[src/rtl/port_event_responder.sv]
// KCPSM6 port-bus responder: synchronises four input channels, queues
// their changes in an event FIFO, raises interrupt and drives an output register.
module port_event_responder #(
  parameter int IN_WIDTH   = 2,
  parameter int FIFO_DEPTH = 8
) (
  input  logic                clk,
  input  logic                reset_n,
  input  logic [IN_WIDTH-1:0] input_a,
  input  logic [IN_WIDTH-1:0] input_b,
  input  logic [IN_WIDTH-1:0] input_c,
  input  logic [IN_WIDTH-1:0] input_d,
  input  logic [7:0]          port_id,
  input  logic [7:0]          out_port,
  input  logic                write_strobe,
  input  logic                k_write_strobe,
  input  logic                read_strobe,
  output logic [7:0]          in_port,
  output logic                interrupt,
  input  logic                interrupt_ack,
  output logic [7:0]          out
);

  localparam int AW = $clog2(FIFO_DEPTH);

  logic [3:0][IN_WIDTH-1:0] raw;
  logic [3:0][IN_WIDTH-1:0] sync1;
  logic [3:0][IN_WIDTH-1:0] sync2;
  logic [3:0][IN_WIDTH-1:0] prev;
  logic [1:0]               mask_cnt;
  logic                     mask;
  logic [3:0]               change;
  logic [3:0]               pending;
  logic [3:0]               clr_mask;

  logic [7:0]    mem [FIFO_DEPTH];
  logic [AW-1:0] wr_ptr;
  logic [AW-1:0] rd_ptr;
  logic [4:0]    count;
  logic          overflow;
  logic          irq_en;
  logic          full;
  logic          empty;

  logic       push_req;
  logic [1:0] sel_ch;
  logic [7:0] push_data;
  logic       push_ok;
  logic       drop;
  logic       pop;
  logic       wr_out;
  logic       wr_ctl;
  logic       flush;
  logic       clr_ovf;
  logic [7:0] rd_data;

  assign raw = {input_d, input_c, input_b, input_a};

  // Synchroniser and previous-value flops track continuously, even in reset,
  // so a steady input never looks like a change after release.
  always_ff @(posedge clk) begin
    sync1 <= raw;
    sync2 <= sync1;
    prev  <= sync2;
  end

  always_ff @(posedge clk) begin
    if (!reset_n)
      mask_cnt <= 2'd2;
    else if (mask_cnt != 2'd0)
      mask_cnt <= mask_cnt - 2'd1;
  end

  assign mask = (mask_cnt != 2'd0);

  always_comb begin
    change = '0;
    for (int i = 0; i < 4; i++)
      change[i] = !mask && (sync2[i] != prev[i]);
  end

  always_comb begin
    push_req = 1'b0;
    sel_ch   = 2'd0;
    for (int i = 3; i >= 0; i--) begin
      if (pending[i]) begin
        push_req = 1'b1;
        sel_ch   = 2'(i);
      end
    end
  end

  assign push_data = {sel_ch, {(6-IN_WIDTH){1'b0}}, sync2[sel_ch]};
  assign clr_mask  = push_req ? (4'b0001 << sel_ch) : 4'b0000;

  assign empty   = (count == 5'd0);
  assign full    = (count == 5'(FIFO_DEPTH));
  assign pop     = read_strobe && (port_id == 8'h07) && !empty;
  assign push_ok = push_req && (!full || pop);
  assign drop    = push_req && full && !pop;

  assign wr_out = (write_strobe && port_id == 8'h05)
               || (k_write_strobe && port_id[3:0] == 4'h5);
  assign wr_ctl = (write_strobe && port_id == 8'h08)
               || (k_write_strobe && port_id[3:0] == 4'h8);
  assign flush   = wr_ctl && out_port[2];
  assign clr_ovf = wr_ctl && out_port[1];

  always_ff @(posedge clk) begin
    if (!reset_n)
      pending <= '0;
    else if (flush)
      pending <= '0;
    else
      pending <= (pending & ~clr_mask) | change;
  end

  always_ff @(posedge clk) begin
    if (push_ok && !flush)
      mem[wr_ptr] <= push_data;
  end

  always_ff @(posedge clk) begin
    if (!reset_n) begin
      wr_ptr <= '0;
      rd_ptr <= '0;
      count  <= '0;
    end else if (flush) begin
      wr_ptr <= '0;
      rd_ptr <= '0;
      count  <= '0;
    end else begin
      if (push_ok)
        wr_ptr <= wr_ptr + 1'b1;
      if (pop)
        rd_ptr <= rd_ptr + 1'b1;
      unique case ({push_ok, pop})
        2'b10:   count <= count + 5'd1;
        2'b01:   count <= count - 5'd1;
        default: count <= count;
      endcase
    end
  end

  // A dropped event outranks a same-cycle clear so it is never lost silently.
  always_ff @(posedge clk) begin
    if (!reset_n)
      overflow <= 1'b0;
    else if (drop && !flush)
      overflow <= 1'b1;
    else if (clr_ovf)
      overflow <= 1'b0;
  end

  always_ff @(posedge clk) begin
    if (!reset_n) begin
      irq_en    <= 1'b0;
      out       <= '0;
      interrupt <= 1'b0;
    end else begin
      if (wr_ctl)
        irq_en <= out_port[0];
      if (wr_out)
        out <= out_port;
      interrupt <= interrupt_ack ? 1'b0 : (irq_en && !empty);
    end
  end

  always_comb begin
    rd_data = 8'h00;
    unique case (port_id)
      8'h01:   rd_data = {{(8-IN_WIDTH){1'b0}}, sync2[0]};
      8'h02:   rd_data = {{(8-IN_WIDTH){1'b0}}, sync2[1]};
      8'h03:   rd_data = {{(8-IN_WIDTH){1'b0}}, sync2[2]};
      8'h04:   rd_data = {{(8-IN_WIDTH){1'b0}}, sync2[3]};
      8'h05:   rd_data = out;
      8'h06:   rd_data = {count, overflow, full, empty};
      8'h07:   rd_data = empty ? 8'h00 : mem[rd_ptr];
      default: rd_data = 8'h00;
    endcase
  end

  always_ff @(posedge clk) begin
    if (!reset_n)
      in_port <= '0;
    else
      in_port <= rd_data;
  end

endmodule

[config.mk]
export PLATFORM = sky130hd
export DESIGN_NAME = port_event_responder
export DESIGN_NICKNAME = d
export VERILOG_FILES = /design/src/rtl/port_event_responder.sv
export SDC_FILE = /design/constraint.sdc
export NUM_CORES = 1
export LEC_CHECK = 0
export CAP_MARGIN = 25
export CORE_AREA = 2 2 89 134
export CTS_CLUSTER_DIAMETER = 30
export DETAILED_ROUTE_END_ITERATION = 6
export DIE_AREA = 0 0 91 136
export HOLD_SLACK_MARGIN = 0.15
export PLACE_DENSITY_LB_ADDON = 0.05
export SLEW_MARGIN = 20
export SYNTH_ARGS = -nofsm -noshare
export SYNTH_HDL_FRONTEND = slang
export SYNTH_SLANG_ARGS = --single-unit
[constraint.sdc]
create_clock -name clk -period 3.95 [get_ports clk]
set_clock_uncertainty 0.1 [all_clocks]
set_input_delay 0.5925 -clock clk [delete_from_list [all_inputs] [get_ports clk]]
set_output_delay 0.5925 -clock clk [all_outputs]
set_load 0.1 [all_outputs]
# After elaboration in Yosys (flattened, before gate mapping)
# Memory sizes are Yosys's and may differ from the RTL's. A register that Yosys moved wholly into a read port is not among the register bits.
# Cells that the tools add are included.
# totals
regBits,60
ram_bits,32
in_bits,30
output_inout_bits,17
word_cells,103
memories,1
# mem_list
name,depth,width,read_ports,rd_clocked_by_memory_dff,write_ports,line,rtl
mem,8,4,1,1,1,36,logic [7:0] mem [FIFO_DEPTH];
# op_classes
addsub,5
magnitude_cmp,1
eq_ne,17
n_shift,1
mux,20
n_bitwise,4
n_reduce_logical,32
# ops
op,n
$pmux 8 s7,1
$eq 8x3->1 const B,4
$logic_and 1x1->1,18
$eq 8x2->1 const B,2
$mux 2,5
$pmux 5 s2,1
$eq 8x1->1 const B,1
$eq 8x4->1 const B,1
$mux 1,8
$mux 8,1
$ne 2x2->1,4
$add 3x1->3 const B,2
$mux 3,2
$reduce_bool 2->1,3
$add 5x1->5 const B,1
$eq 5x4->1 const B,1
$logic_not 1->1,5
$logic_not 5->1,1
$sub 5x1->5 const B,1
$and 4x4->4,1
$bmux 2 s2,1
$eq 4x3->1 const B,1
$eq 4x4->1 const B,1
$mux 4,1
10 further kinds,13

# Longest topological paths before layout
# depth
ltp_word,9
mapped_depth,11
depth_no_buf,11

# Worst setup path before layout
# Ideal clock, no wire load.
# synth_timing
kind,input port to flip-flop
start,input port_id[5]
end,register count[4]
setup_ns,0.071
arrival_time_ns,2.685
required_ns,3.779
path_slack_ns,1.095
path_stages,10
path_buffers,0
cell_sequence,or4_4 > nor3_4 > nand2_1 > a21o_2 > ha_1 > o31a_2 > nor3_1 > mux2i_1 > a21o_1 > a21oi_1
# synth_via
elab_chain_cells,7
elab_cells_between_ends,14
classes_between,4 x eq/ne; 1 x mux; 9 x reduce/logical
# synth_rtl
element,line,rtl
"start, declared",13,"input logic [7:0] port_id,"
$eq 8x3->1,98,assign pop = read_strobe && (port_id == 8'h07) && !empty;
$logic_and 1x1->1 (2 in series),98,
$logic_or 1x1->1,99,assign push_ok = push_req && (!full || pop);
$logic_and 1x1->1,99,
$eq 2x1->1 / $eq 2x2->1 (equally long branches),137,"unique case ({push_ok, pop})"
$pmux 5 s2 / $reduce_bool 2->1 (equally long branches),--,
"end signal, assigned",138,2'b10: count <= count + 5'd1;
"end signal, assigned",139,2'b01: count <= count - 5'd1;
"end signal, assigned",140,default: count <= count;
"end, declared",39,logic [4:0] count;
# Parallel ways exist; a longest one is shown, timed or not.
# A chain may end at the register's enable or synchronous reset.

# Worst setup path after layout
# Ends and elaborated chain as after synthesis.

==> results.cfg <==
[run_status]
run_status = finished, final reports clean

[synthesis]
synth.lib_cells_used.distinct = 55
synth_largest_type_area_fraction_pct = 32.8
synthesized_area_per_cell_um2 = 11.8
cell_area_after_synthesis_um2 = 3850
yosys_register_bits = 95
synth.net_count = 360
synthesis.instances = 325
synth_top_cells_by_area = sky130_fd_sc_hd__dfxtp_1 33%, sky130_fd_sc_hd__edfxtp_1 25%, sky130_fd_sc_hd__mux2i_1 4.7%, sky130_fd_sc_hd__mux4_2 4.7%, sky130_fd_sc_hd__nor2_1 3.8%
dominantRegCellSynth = sky130_fd_sc_hd__dfxtp_1
synth_warnings = 0
synth-async-reset-ratio_pct = 0
seq_area_frac_synth_pct = 57.7
synth_enable_flop_cells = 32
synth_top_area_cell = sky130_fd_sc_hd__dfxtp_1

[floorplan]
rows = 48
floorplan.core_area_um2 = 11300
die_height_um = 136
fp.dieArea_um2 = 12400
floorplan.initialDensity_pct = 34.1
die_w_um = 91
floorplan.io_pins = 47

[grt]
first_global_vias = 2613
grt_util_all_layers_pct = 15.3
grt_max_degree = 17
overflow = 0
wire_length_of_the_first_global_routing_pass_um = 14300
grt_antenna_before_repair = 0

[timing]
slew-limit-headroom_pct = 34.5
hold_viol = 0
rsz_0062_raised_after_global_routing = false
setup_total_negative_slack_ns = 0
final.period_utilization_pct = 78.5
tightest_slew_ns = 0.980
max_clock_freq_ghz = 0.323
final_period_minus_worst_setup_slack_ns = 3.10
setup_viol = 0
max_transition_viols_final = 0

[placed_design]
place_inst = 513
gp_congestion = 0.834
port_buffers = 46
hpwl_after_detailed_placement_um = 6730

[critical_path]
cell_with_the_biggest_individual_delay_on_the_critical_path = sky130_fd_sc_hd__or4_4
setup.worst_path.end_class = flip-flop
crit_chain = clkdlybuf4s50_1 -> or4_4 -> nor3_4 -> nand2_1 -> a21o_2 -> ha_1 -> o31a_2 -> nor3_1 -> mux2i_1 -> a21o_1 -> a21oi_1
cp_data_arrival_time_ns = 3.27
worstReg2RegStart = count[0]
worstPathRequired_ns = 4.12
r2r_slack_ns = 1.16
reg2reg_to = count[4]
timing.critical_path.fanout_max = 5
timing.critical_path.slowest_cell_delay_ns = 0.61
worst-r2r-cell-count = 10
worst-setup-path-type = primary input to flip-flop
critPathLaunchType = primary input

[power]
pwr-share-comb_pct = 19.7
reg_power_share_pct = 47.1
sw_frac_of_total_pct = 29.1
share_clk_of_total_power_pct = 33.2
netSwitchingPower_mw = 0.748
p_int_mw = 1.82
cellPowerDensity_nw_per_um2 = 539
power_leakage_nw = 1.68
irDropWorstVdd_uv = 217

[route]
vias = 2605
drtAntennaViolNets = 0
iteration_0_drc_count_of_the_detailed_router = 98
via_per_inst = 4.92
dr.pass1.iters = 4
detail_route.drc_violations = 0
wl_per_cell_um = 17.0
totalWireLength_um = 9010

[clocking]
cts-root-to-sink-buffers = 2
clk_pin_slew_ns = 0.07
post-cts-setup-buffer-count = 0
worstSkewPairLatency_ns = 0.35
cts_resized = 0
numCtsBuffers = 9
tritoncts_num_sinks = 95
cts_tree = built
cts-htree-levels = 3
cts_root_buf = sky130_fd_sc_hd__clkbuf_16
cts-hold-fix-buffers = 0

[worst_hold_path]
hold_path_end = sync2[6]
holdCritStartpoint = sync1[6]
timing.hold.worst.class = flip-flop to flip-flop
hold_path_depth = 0

[final_layout]
synthesis_to_finish_area_growth_pct = 23.9
instances_no_fill = 530
drive_above_1_share_pct = 13.2
insertedDiodeCount = 0
nets = 410
fin_util_pct = 42.2

[flow_run]
cap_viol_max_count = 0
[cell usage after synthesis, types with 2 or more instances]
cell type,count
sky130_fd_sc_hd__nor2_1,39
sky130_fd_sc_hd__xor2_1,12
sky130_fd_sc_hd__a21o_1,3
sky130_fd_sc_hd__nor2b_1,4
sky130_fd_sc_hd__and3_1,4
sky130_fd_sc_hd__a22oi_1,9
sky130_fd_sc_hd__nand3b_1,3
sky130_fd_sc_hd__ha_1,5
sky130_fd_sc_hd__o21ai_0,11
sky130_fd_sc_hd__or4_4,2
sky130_fd_sc_hd__dfxtp_1,63
sky130_fd_sc_hd__nor3_1,6
sky130_fd_sc_hd__nand4b_1,2
sky130_fd_sc_hd__nand4_1,2
sky130_fd_sc_hd__mux2_2,4
sky130_fd_sc_hd__inv_1,5
sky130_fd_sc_hd__mux4_2,8
sky130_fd_sc_hd__o22a_1,2
sky130_fd_sc_hd__mux2i_1,18
sky130_fd_sc_hd__edfxtp_1,32
sky130_fd_sc_hd__o211ai_1,2
sky130_fd_sc_hd__clkbuf_1,7
sky130_fd_sc_hd__xnor2_1,2
sky130_fd_sc_hd__nand3_1,11
sky130_fd_sc_hd__nor4b_1,2
sky130_fd_sc_hd__a31oi_1,3
sky130_fd_sc_hd__nor4_1,4
sky130_fd_sc_hd__nand2_1,17
sky130_fd_sc_hd__or2_2,3
sky130_fd_sc_hd__nand2b_1,2
sky130_fd_sc_hd__buf_6,2
sky130_fd_sc_hd__buf_2,5
sky130_fd_sc_hd__a21oi_1,9
[critical path: cells and delay by family]
family	cells	cell delay [ns]
and+or+nand+nor	4	1.10
AOI/OAI and AO/OA	4	0.80
buffers and inverters	1	0.44
adders and majority gates	1	0.21
muxes	1	0.11
[power by group through the flow]
| stage | logic [mW] | clock network [mW] | registers (mW) |
|---|---|---|---|
| 6_report | 0.507 | 0.853 | 1.21 |
| 5_1_grt | 0.567 | 0.909 | 1.22 |
| 2_1_floorplan | 0.362 | 0 | 1.20 |
| 4_1_cts | 0.513 | 0.879 | 1.21 |
| 3_5_place_dp | 0.510 | 0 | 1.24 |
| 3_3_place_gp | 0.502 | 0 | 1.23 |
[cells by family after synthesis]
family | share of synthesized area [%]
DFF | 57.7
and+or+nand+nor | 15.2
muxes | 10.5
AOI/OAI and AO/OA | 9.20
xor gates and xnor gates | 3.18
buffers and inverters | 2.50
adders and majority gates | 1.62
[routing by layer]
layer | wire (um) | up-vias | GRT usage [%]
met3 | 332 | 14 | 2.49
met2 | 4790 | 49 | 28.1
met1 | 3660 | 1258 | 16.8
met5 | 0 | - | 0
met4 | 228 | 0 | 8.25
li1 | - | 1284 | -
[final cells by class]
cell class	instances	area, um^2
timing repair buffer	54	518
fill	1113	6520
clock buffer	11	254
inverter	5	18.8
multi-input combinational	210	1530
tap	150	188
sequential	95	2220
clock inverter	5	36.3
[flip-flops by register name (all words and copies together) (netlist names), named ones only]
signal / flops
count: 5
in_port: 8
interrupt: 1
irq_en: 1
mask_cnt: 2
mem: 32
out: 8
overflow: 1
pending: 4
prev: 8
rd_ptr: 3
sync1: 8
sync2: 8
wr_ptr: 3
[per-stage QoR]
stage	power, mW	instance area [um^2]	hold slack [ns]	setup WS [ns]
after global routing	2.70	4770	0.245	0.680
after CTS	2.61	4760	0.229	0.838
final	2.57	4770	0.227	0.849
after floorplan	1.57	3850	0.210	1.09
after detailed placement	1.74	4470	0.213	0.485
after global placement	1.74	4470	0.210	0.525
[worst max path at each step]
stage | startpoint | to | slack, ns | cells past startpoint
3_5_place_dp | port_id[5] | count[4] | 0.49 | 11
6_report | port_id[5] | count[4] | 0.85 | 11
4_1_cts | port_id[5] | count[4] | 0.84 | 11
2_1_floorplan | port_id[5] | count[4] | 1.09 | 10
5_1_grt | port_id[5] | count[4] | 0.68 | 11
3_3_place_gp | port_id[5] | count[4] | 0.52 | 11
[placed cells by master (no fill, tap or decap), types with 8 or more instances in the layout]
cell	instances
sky130_fd_sc_hd__dfxtp_1	63
sky130_fd_sc_hd__clkdlybuf4s50_1	46
sky130_fd_sc_hd__mux4_2	8
sky130_fd_sc_hd__a22oi_1	9
sky130_fd_sc_hd__clkbuf_16	10
sky130_fd_sc_hd__nand2_1	17
sky130_fd_sc_hd__a21oi_1	9
sky130_fd_sc_hd__edfxtp_1	32
sky130_fd_sc_hd__nand3_1	11
sky130_fd_sc_hd__o21ai_0	11
sky130_fd_sc_hd__mux2i_1	18
sky130_fd_sc_hd__xor2_1	12
sky130_fd_sc_hd__nor2_1	39
Note: power is estimated with default switching activity, not from simulation.
